`src/rtl/reg_array_2d_pkg.sv`:
```
// Shared types and helpers for the 2-D register array.
// State encoding plus flat-bus offset arithmetic.
package reg_array_2d_pkg;

    typedef enum logic [1:0] {
        IDLE,
        FILL,
        DONE
    } state_t;

    function automatic int aw(input int n);
        return (n > 1) ? $clog2(n) : 1;
    endfunction

    function automatic int flat_off(
        input int r,
        input int c,
        input int cols,
        input int width
    );
        return (r * cols + c) * width;
    endfunction

endpackage

```
`src/rtl/reg_array_row.sv`:
```
// One row of cells with single-cell load and shift/rotate by one column.
// Shift has precedence over load inside the row.
module reg_array_row
    import reg_array_2d_pkg::*;
#(
    parameter int WIDTH = 8,
    parameter int COLS  = 6
) (
    input  logic                  CLK,
    input  logic                  RST,
    input  logic                  load_en,
    input  logic [aw(COLS)-1:0]   load_col,
    input  logic [WIDTH-1:0]      load_data,
    input  logic                  shift_en,
    input  logic                  rotate,
    output logic [COLS*WIDTH-1:0] row_flat
);

    logic [WIDTH-1:0] cells [COLS];

    always_ff @(posedge CLK or posedge RST) begin
        if (RST) begin
            for (int c = 0; c < COLS; c++) begin
                cells[c] <= '0;
            end
        end else if (shift_en) begin
            // With COLS=1 the wrap source is the cell itself.
            cells[0] <= rotate ? cells[COLS-1] : '0;
            for (int c = 1; c < COLS; c++) begin
                cells[c] <= cells[c-1];
            end
        end else if (load_en) begin
            cells[load_col] <= load_data;
        end
    end

    for (genvar c = 0; c < COLS; c++) begin : g_out
        assign row_flat[flat_off(0, c, COLS, WIDTH) +: WIDTH] = cells[c];
    end

endmodule

```
`src/rtl/reg_array_2d.sv`:
```
// ROWS x COLS register array with cell writes, row shifts and auto-fill.
// The FSM, fill counter and write decode live here; storage is per row.
module reg_array_2d
    import reg_array_2d_pkg::*;
#(
    parameter int WIDTH = 8,
    parameter int ROWS  = 2,
    parameter int COLS  = 6
) (
    input  logic                       CLK,
    input  logic                       RST,
    input  logic                       WR_EN,
    input  logic [aw(ROWS)-1:0]        WR_ROW,
    input  logic [aw(COLS)-1:0]        WR_COL,
    input  logic [WIDTH-1:0]           WR_DATA,
    input  logic                       SHIFT_EN,
    input  logic                       ROTATE,
    input  logic                       FILL_START,
    input  logic [WIDTH-1:0]           FILL_BASE,
    output logic                       BUSY,
    output logic                       DONE,
    output logic [ROWS*COLS*WIDTH-1:0] OUT_FLAT
);

    localparam int RW = aw(ROWS);
    localparam int CW = aw(COLS);
    localparam int N  = ROWS * COLS;
    localparam int IW = aw(N);
    localparam logic [IW-1:0] LAST = IW'(N - 1);

    state_t           state;
    state_t           state_nx;
    logic [IW-1:0]    idx;
    logic [WIDTH-1:0] base;
    logic             idle;
    logic             filling;
    logic             fill_go;
    logic             shift_go;
    logic             wr_go;
    logic [RW-1:0]    fill_row;
    logic [CW-1:0]    fill_col;
    logic [CW-1:0]    ld_col;
    logic [WIDTH-1:0] ld_data;

    always_ff @(posedge CLK or posedge RST) begin
        if (RST) begin
            state <= reg_array_2d_pkg::IDLE;
        end else begin
            state <= state_nx;
        end
    end

    always_comb begin
        state_nx = state;
        unique case (state)
            reg_array_2d_pkg::IDLE:
                if (FILL_START) state_nx = reg_array_2d_pkg::FILL;
            reg_array_2d_pkg::FILL:
                if (idx == LAST) state_nx = reg_array_2d_pkg::DONE;
            reg_array_2d_pkg::DONE:
                state_nx = reg_array_2d_pkg::IDLE;
            default:
                state_nx = reg_array_2d_pkg::IDLE;
        endcase
    end

    always_comb begin
        BUSY = 1'b0;
        DONE = 1'b0;
        if (state == reg_array_2d_pkg::FILL) BUSY = 1'b1;
        if (state == reg_array_2d_pkg::DONE) DONE = 1'b1;
    end

    // Requests are only honoured in IDLE, highest priority first.
    assign idle     = (state == reg_array_2d_pkg::IDLE);
    assign filling  = (state == reg_array_2d_pkg::FILL);
    assign fill_go  = idle && FILL_START;
    assign shift_go = idle && !FILL_START && SHIFT_EN;
    assign wr_go    = idle && !FILL_START && !SHIFT_EN && WR_EN
                      && (int'(WR_ROW) < ROWS) && (int'(WR_COL) < COLS);

    always_ff @(posedge CLK or posedge RST) begin
        if (RST) begin
            idx  <= '0;
            base <= '0;
        end else if (fill_go) begin
            idx  <= '0;
            base <= FILL_BASE;
        end else if (filling) begin
            idx <= (idx == LAST) ? '0 : idx + 1'b1;
        end
    end

    assign fill_row = RW'(int'(idx) / COLS);
    assign fill_col = CW'(int'(idx) % COLS);
    assign ld_col   = filling ? fill_col : WR_COL;
    assign ld_data  = filling ? base + WIDTH'(idx) : WR_DATA;

    for (genvar r = 0; r < ROWS; r++) begin : g_row
        logic ld;
        assign ld = filling ? (fill_row == RW'(r))
                            : (wr_go && WR_ROW == RW'(r));

        reg_array_row #(
            .WIDTH (WIDTH),
            .COLS  (COLS)
        ) u_row (
            .CLK       (CLK),
            .RST       (RST),
            .load_en   (ld),
            .load_col  (ld_col),
            .load_data (ld_data),
            .shift_en  (shift_go),
            .rotate    (ROTATE),
            .row_flat  (OUT_FLAT[flat_off(r, 0, COLS, WIDTH) +: COLS*WIDTH])
        );
    end

endmodule

```
`config.mk`:
```
export PLATFORM = sky130hd
export DESIGN_NAME = reg_array_2d
export DESIGN_NICKNAME = d
export VERILOG_FILES = /design/src/rtl/reg_array_2d_pkg.sv /design/src/rtl/reg_array_row.sv /design/src/rtl/reg_array_2d.sv
export SDC_FILE = /design/constraint.sdc
export NUM_CORES = 1
export LEC_CHECK = 0
export CAP_MARGIN = 20
export CORE_MARGIN = 3
export CORE_UTILIZATION = 30
export DETAILED_ROUTE_END_ITERATION = 8
export DONT_BUFFER_PORTS = 1
export GPL_TIMING_DRIVEN = 1
export PLACE_DENSITY = 0.52
export SYNTH_ARGS = -nofsm -noshare
export SYNTH_HDL_FRONTEND = slang
export SYNTH_SLANG_ARGS = --single-unit
```
`constraint.sdc`:
```
create_clock -name CLK -period 4.5 [get_ports CLK]
set_input_delay 0.9 -clock CLK [delete_from_list [all_inputs] [get_ports CLK]]
set_output_delay 0.9 -clock CLK [all_outputs]
set_load 0.03 [all_outputs]
```
==> out/results.tsv <==
metric	value	unit
status	completed	
yosys-top-cells-count	dfrtp_1, nand2_1, o221ai_1	
grt-ovfl-total	0	
vias_per_cell	6.03	
h-tree-depth	3	
yosysTopAreaCell	dfrtp_1	
die_h	143	um
fill_cells	1823	
crit_arrival	3430	ps
endpoint	g_row[1].u_row.row_flat[40]	
firstDrtPassIters	5	
ant_nets	0	
path_class	register to register	
worstPathMaxFanout	25	
layout-drive-gt1-share	12.8	%
skew	8.64	ps
synth_nets	584	
grtUsageTotal	18.8	%
syn_area_per_cell	10.2	um^2
num_vias	4646	
die_x	143	um
netlist_area	0.00562	mm^2
crit_path_start_kind	register	
areaGrowthSynthToFinish	9.17	%
rrSetupSlack	1360	ps
hold_viol_final	0	
post_cts_resize_count	0	
slew_viol_final	0	
fmax	319	MHz
synthArstFlopShare	100	%
clk_pin_slew	70	ps
nets	571	
seq_area_frac_synth	48.9	%
antenna_found_initial	2	
core	0.0182	mm^2
worstSkewPairLatency	360	ps
hold_buffers	0	
grt_pass1_vias	4630	
finalCritPeriodShare	69.7	%
cts_setup_buffers	0	
ys_warn_count	0	
worstRegToRegCells	7	
timing.rr.end	g_row[1].u_row.row_flat[40]	
hold_class	register to register	
endpoint_kind	register	
hpwl	13300	um
io_pins	124	
root_buffer	clkbuf_16	
synth_top_cell_area_share	48.9	%
cts_buffer_depth	2	
gp_congestion	0.802	
yosysMostFrequentCell	dfrtp_1	
worst_slew_pin_slew	1080	ps
setup_viol	0	
rsz0062_at_grt	no	
dieArea	0.0204	mm^2
wirelength	19200	um
timing.final.crit_period	3140	ps
yosysUniqueCellTypes	65	
cts_sinks	110	
relSlewSlack	27.6	%
numCtsBuffers	9	
synth_cells	549	
drc_errors	0	
synth-edff-count	0	
ys_ff_latch	110	
ys_top_cells_by_area	dfrtp_1, o221ai_1, nand2_1	
setup_tns	0	ps
cts_tree	yes	
required	4790	ps
synth_flop_cell	dfrtp_1	
row_count	49	
reg2reg_from	idx[3]	
grt_first_pass_wirelength	29200	um
crit_start	idx[3]	
grt_max_degree	78	
drtIter0Drc	509	
wl_per_cell	24.9	um
start_util	30.9	%
maxCapViolations	0	
io_buffers	0	
-- cells in the final DEF (no fill, tap or decap), types with 4 or more instances in the layout --
| cell | count |
|---|---|
| dfrtp_1 | 110 |
| nand2_1 | 65 |
| o221ai_1 | 47 |
| o21ai_0 | 41 |
| inv_1 | 37 |
| a21oi_1 | 18 |
| nor3_1 | 16 |
| mux2_2 | 16 |
| o211ai_1 | 15 |
| buf_4 | 14 |
| nor2_1 | 12 |
| a2bb2oi_1 | 12 |
| a221o_1 | 12 |
| a22oi_1 | 11 |
| clkbuf_16 | 9 |
| ha_1 | 8 |
| a21oi_2 | 7 |
| nor2b_1 | 5 |
| or2_2 | 5 |
| nand2b_1 | 4 |
-- flip-flops by register name, summed over array words and instances (netlist names) --
name / flops
idx: 4
g_row.u_row.row_flat: 96
base: 8
state: 2
-- metal layers --
metal  vias to the layer above  track usage [%]  part of all wire (%)
li1                       2042                -                     -
met1                      2316             24.5                    40
met2                       256             29.2                    46
met3                        30             7.70                    12
met4                         2             5.10                   2.6
met5                         -                0                 0.036
-- final cells by class --
class	count	area, um^2	share of cell area, %
Antenna cell	1	2.50	0.0408
Sequential cell	110	2750	44.8
Multi-Input combinational cell	361	2520	41.1
Timing Repair Buffer	15	116	1.90
Clock buffer	11	233	3.79
Clock inverter	4	77.6	1.26
Tap cell	229	287	4.67
Inverter	39	149	2.43
-- kinds of logic after synthesis --
family	after synthesis	share of synthesized area [%]
compound gates	200	26.9
xor+xnor	2	0.312
fa+ha+maj	9	2.14
buf+inv	78	6.21
flops	110	48.9
mux	17	3.38
simple gates	133	12.2
-- worst min path at each step --
stage | start | to | slack (ps) | cells past startpoint
after floorplan | base[2] | base[2] | 480 | 1
after global placement | base[0] | base[0] | 500 | 1
after detailed placement | base[0] | base[0] | 510 | 1
after CTS | base[0] | base[0] | 520 | 1
after global routing | base[3] | base[3] | 530 | 1
final | base[0] | base[0] | 520 | 1
-- per-stage QoR --
step / setup slack, ps / hold WS [ps] / cells / area, um^2 / utilization [%]
4_1_cts: 1410 / 523 / 768 / 6130 / 33.6
3_5_place_dp: 1220 / 507 / 753 / 5820 / 31.9
3_3_place_gp: 1330 / 503 / 753 / 5820 / 31.9
6_report: 1360 / 520 / 770 / 6140 / 33.7
2_1_floorplan: 698 / 484 / 549 / 5620 / -
5_1_grt: 1140 / 531 / 770 / 6140 / 33.7
-- critical path: stages (launching register included) --
cell	delay [ps]
dfrtp_1	760
ha_1	360
nand3b_1	230
a22oi_1	220
o21a_1	510
buf_4	360
or2_0	400
a221o_1	220
Power is not shown: default switching activity piles up to over one toggle a cycle in this logic, so the estimate is an artifact.
